`src/rtl/mem_arbiter.sv`:
```
// Two-port arbiter in front of the single-port memory: port 0 (CPU) has fixed
// priority, port 1 is guaranteed a slot after MAX_WAIT consecutive losses.
module mem_arbiter #(
    parameter int unsigned MAX_WAIT = 4
) (
    input  logic        clk,
    input  logic        rst,
    input  logic        m0_req,
    input  logic        m0_we,
    input  logic [15:0] m0_addr,
    input  logic [7:0]  m0_wdata,
    output logic        m0_gnt,
    output logic        m0_rvalid,
    output logic [7:0]  m0_rdata,
    input  logic        m1_req,
    input  logic        m1_we,
    input  logic [15:0] m1_addr,
    input  logic [7:0]  m1_wdata,
    output logic        m1_gnt,
    output logic        m1_rvalid,
    output logic [7:0]  m1_rdata,
    output logic [15:0] mem_address,
    output logic [7:0]  mem_data_in,
    input  logic [7:0]  mem_data_out,
    output logic        mem_wrt_en,
    output logic        mem_chip_select
);

    localparam logic [7:0] MAX_WAIT_L = 8'(MAX_WAIT);

    logic [7:0] wait_cnt_reg;
    logic [7:0] wait_cnt_next;
    logic [1:0] gnt;
    logic [1:0] we_vec;
    logic       force_m1;

    assign we_vec = {m1_we, m0_we};
    assign m0_gnt = gnt[0];
    assign m1_gnt = gnt[1];

    always_comb begin
        gnt      = 2'b00;
        force_m1 = m1_req && (wait_cnt_reg == MAX_WAIT_L);
        if (!rst) begin
            if (force_m1) begin
                gnt[1] = 1'b1;
            end else if (m0_req) begin
                gnt[0] = 1'b1;
            end else if (m1_req) begin
                gnt[1] = 1'b1;
            end
        end
    end

    // Idle cycles park the memory bus at all-zero.
    always_comb begin
        mem_address     = 16'h0000;
        mem_data_in     = 8'h00;
        mem_wrt_en      = 1'b0;
        mem_chip_select = 1'b0;
        if (gnt[0]) begin
            mem_address     = m0_addr;
            mem_data_in     = m0_wdata;
            mem_wrt_en      = m0_we;
            mem_chip_select = 1'b1;
        end else if (gnt[1]) begin
            mem_address     = m1_addr;
            mem_data_in     = m1_wdata;
            mem_wrt_en      = m1_we;
            mem_chip_select = 1'b1;
        end
    end

    always_comb begin
        wait_cnt_next = wait_cnt_reg;
        if (gnt[1] || !m1_req) begin
            wait_cnt_next = 8'h00;
        end else if (gnt[0] && (wait_cnt_reg < MAX_WAIT_L)) begin
            wait_cnt_next = wait_cnt_reg + 8'h01;
        end
    end

    always_ff @(posedge clk) begin
        if (rst) begin
            wait_cnt_reg <= 8'h00;
        end else begin
            wait_cnt_reg <= wait_cnt_next;
        end
    end

    // Per-port read return: capture on a granted read, hold until the next one.
    for (genvar gi = 0; gi < 2; gi++) begin : gen_port
        logic       rvalid_reg;
        logic [7:0] rdata_reg;

        always_ff @(posedge clk) begin
            if (rst) begin
                rvalid_reg <= 1'b0;
                rdata_reg  <= 8'h00;
            end else begin
                rvalid_reg <= gnt[gi] && !we_vec[gi];
                if (gnt[gi] && !we_vec[gi]) begin
                    rdata_reg <= mem_data_out;
                end
            end
        end
    end

    assign m0_rvalid = gen_port[0].rvalid_reg;
    assign m0_rdata  = gen_port[0].rdata_reg;
    assign m1_rvalid = gen_port[1].rvalid_reg;
    assign m1_rdata  = gen_port[1].rdata_reg;

endmodule

```
`config.mk`:
```
export PLATFORM = sky130hd
export DESIGN_NAME = mem_arbiter
export DESIGN_NICKNAME = d
export VERILOG_FILES = /design/src/rtl/mem_arbiter.sv
export SDC_FILE = /design/constraint.sdc
export NUM_CORES = 1
export LEC_CHECK = 0
export CAP_MARGIN = 20
export CORE_ASPECT_RATIO = 1.75
export CORE_MARGIN = 1.5
export CORE_UTILIZATION = 33
export CTS_CLUSTER_SIZE = 8
export DETAILED_ROUTE_END_ITERATION = 16
export GPL_TIMING_DRIVEN = 0
export PLACE_DENSITY = 0.9
export SLEW_MARGIN = 20
export SYNTH_ARGS = -nofsm -noshare
export SYNTH_HDL_FRONTEND = slang
export SYNTH_SLANG_ARGS = --single-unit
```
`constraint.sdc`:
```
create_clock -name clk -period 1.9 [get_ports clk]
set_clock_uncertainty 0.2 [all_clocks]
set_input_delay 0.285 -clock clk [delete_from_list [all_inputs] [get_ports clk]]
set_output_delay 0.285 -clock clk [all_outputs]
set_load 0.02 [all_outputs]
```
==> results list <==
* Synthesized netlist cell count: 181
- Most repeated cell in the gate-level netlist after synthesis: dfxtp_1
- Family with the most delay on the worst path: buffers and inverters
- Net switching is 30.7% of the power.
* Slew at the pin closest to its max-slew limit: 0.566 ns
- Counting distinct cell types in the post-synthesis netlist gives 39.
- Leading area contributor after synthesis: dfxtp_1
* Area grow syn2layout: 101%
* Area of the die: 5440 µm²
- First DRT Iteration DRCs: 100
- 0 antenna diodes ended up in the layout.
* Final period demand of the worst path: 2.42 ns
* X dimension of the die: 56.4 µm
- Crit Path Max Fanout: 6
* Number of antenna violations at the first check in global routing: 0
* Final Routed Wirelength: 7.53 mm
- Arr. time, crit path: 1.94 ns
- The via count of the first global-routing pass is 2339.
* Remaining max-slew budget at the tightest pin: 61.7%
- The final count of pins violating max slew is 0.
* Final instance area: 3310 µm²
- The startpoint identified for the worst register-to-register timing path is wait_cnt_reg[0].
- Max-cap violation count: 0
- Cell types with the highest counts after synthesis: 26 x dfxtp_1, 24 x a32o_1, 19 x nand2_1
- Placement Rows: 33
* Clock tree from TritonCTS: yes
- Top cell type's share of synthesized area: 31.6%
- Dividing total power by cell area gives a power density of 457 nW/µm².
- Total routing usage reported by global routing: 27.2%
- Most used flip-flop cell after synthesis: dfxtp_1
* Worst hold path class: register to register
* Gpl congestion: 0.903
* Clock Tree Root: clkbuf_8
- Hold timing on the final database bottoms out at a slack of 0.260 ns.
- Worst-case setup margin in the final layout: -0.521 ns
- IR analysis of the VDD net gives a maximum drop of 0.370 mV.
- For the worst setup path, the data required time is 1.41 ns.
* Sequential element share of the synthesized area: 31.6%
* First-pass GRT wire length: 11.4 mm
* Final design utilization: 69.7%
* Yosys warning total: 0
- Measured along the y axis, the die boundary spans 96.4 µm.
- Yosys mapped a number of flops with a built-in enable equal to 0.
- The share of total power dissipated in sequential elements is 38.6%.
* Post-synthesis register bit count: 26
- CTS built an H-tree with a depth of 1.
- Design internal power: 1.05 mW
- The most numerous cell type found on the critical path is buf_6.
- The synthesized netlist occupies a cell area of 1650 µm².
- The clock passes through at most 2 buffers.
- Combinational cells account for 39.7% of the total power.
* Maximum number of pins on one net before global-route repair: 14
* Avg WL per Cell: 20.4 µm
- Failing checks: setup timing
- The number of hold violations in the final report came to 0.
* Largest stage delay on the critical path: 0.36 ns
- Number of vias after detailed routing: 2269
- In the post-synthesis netlist, the biggest area contributors are dfxtp_1 32%, a32o_1 15%, mux2i_1 5.5%.
- Run status: finished with violations
- Initial core utilization: 34.7%
* Placed cell areas: 2870 µm²
* Type of the worst setup path: register to primary output
- After the last flow step, the layout net total stands at 384.
* I/O pin count: 108
- On the critical path, the stage with the largest delay is an instance of dfxtp_2.
- Start point of the critical path: wait_cnt_reg[0]
- Clock-pin slew on the worst setup and hold paths: 0.10 ns
- Clock buffers created by TritonCTS: 3
- Worst hold path startpoint: m0_rdata[2]
- Timing would allow up to 413 MHz.
- After legalization and detailed placement, the total HPWL measured 5.08 mm.
- For this design, the CTS-stage hold fixing added 0 buffers.
- Setup repair after global routing could not meet its margin everywhere.
- STA classifies the critical path endpoint as a primary output.
- Ratio of routed vias to standard cells: 6.13
- For this design the static power due to leakage is 1.44 nW.
- The worst path uses 127% of the clock period.
- STA classifies the critical path startpoint as a register.
* Iteration count of the initial detailed-routing pass: 4
- The post-route netlist has 39.6% of its cells at a drive strength greater than 1.
- In this run, the clock network consumes 21.8% of the power.
- Sinks on the clock net: 26
- I/O Buffers: 107
* Pre-CTS setup slack: -1.27 ns
* Mean instance size in the synthesized netlist: 9.10 µm²
- Net count after synthesis: 245
* Power dissipated by switching net loads: 464 µW
* Total core area: 4750 µm²
- Crit-path cells: inv_2 > ha_4 > and4bb_2 > buf_6 > a21boi_4 > buf_12 > buf_6 > a32o_2 > buf_6
- After global routing the overflow that remains totals 0.
- Once detail routing completed, the nets flagged for antenna violations numbered 0.
- The clock reaches the later pin of the worst-skew pair after 0.27 ns.
* Post-synthesis async set-or-reset flop share: 0%
- In the routed design, unresolved DRC markers number 0.
- Setup violations remaining at the end of the flow were counted as 35.
* CP Buf/Inv Count: 5
==> final cells by class <==
type | instances | area (µm²)
multi-input combinational | 129 | 1130
inverter | 5 | 18.8
buffer | 17 | 139
tap | 52 | 65.1
fill | 328 | 1440
timing repair buffer | 138 | 1390
sequential | 26 | 529
clock buffer | 3 | 41.3
==> path summary, 6_finish.rpt <==
check / end / slack (ns) / cells past startpoint
setup / recovery: mem_data_in[5] / -0.52 / 9
setup reg to reg: m0_rdata[7] / -0.08 / 8
hold reg to reg: m0_rdata[2] / 0.26 / 2
hold / removal: m0_rdata[2] / 0.26 / 2
==> layer usage <==
metal	track usage [%]	share of wire (%)	vias to the layer above
met5	0	0	-
met4	19.8	6.7	0
met3	4.79	8.6	45
met2	51.7	53	184
met1	25.8	32	1041
li1	-	-	999
==> metrics by stage <==
stage | instances | setup TNS [ns] | total power [mW]
2_1_floorplan | 181 | -2.57 | 0.822
3_3_place_gp | 340 | -36.84 | 1.10
3_5_place_dp | 340 | -37.64 | 1.11
4_1_cts | 366 | -13.42 | 1.47
5_1_grt | 370 | -14.59 | 1.55
6_report | 370 | -13.43 | 1.51
==> cells by family after synthesis <==
family          share of synthesized area [%]
flops                                    31.6
compound gates                           29.6
simple gates                             24.2
buf+inv                                  7.52
fa+ha+maj                                1.52
mux                                      5.47
==> worst reg2reg max path: stages (launching register included) <==
cell      delay [ns]
dfxtp_2         0.36
inv_2           0.06
ha_4            0.15
and4bb_2        0.24
buf_4           0.14
buf_4           0.13
a211oi_4        0.25
buf_12          0.18
mux2i_1         0.21
==> layout by cell type (no fill, tap or decap), types with 3 or more instances in the layout <==
cell type / netlist / final
buf_6: 2 / 40
buf_4: 2 / 22
nor2_1: 3 / 3
a32o_2: 0 / 23
nand2_1: 19 / 18
inv_2: 1 / 4
dfxtp_1: 26 / 21
and2_1: 6 / 5
clkbuf_2: 0 / 3
a32oi_1: 8 / 8
dfxtp_2: 0 / 4
nand3_1: 16 / 16
clkbuf_8: 0 / 3
clkdlybuf4s50_1: 0 / 77
o2111ai_2: 0 / 3
clkbuf_4: 0 / 3
o2111ai_1: 8 / 5
mux2i_1: 9 / 8
nor4bb_1: 8 / 8
==> power groups by stage <==
stage                     Combinational, mW  Sequential, mW  Clock [mW]
after detailed placement              0.510           0.596           0
final                                 0.600           0.583       0.329
after floorplan                       0.206           0.616           0
after CTS                             0.573           0.581       0.320
after global placement                0.503           0.594           0
after global routing                  0.625           0.584       0.337
==> what timing repair did <==
item                       4_1_cts  5_1_grt
resized for setup              200       20
pin swaps                       26       17
setup buffers                   19        8
hold endpoints to repair         0        0
setup endpoints to repair       47       43
cloned                           5        0
Note: power is estimated with default switching activity, not from simulation.
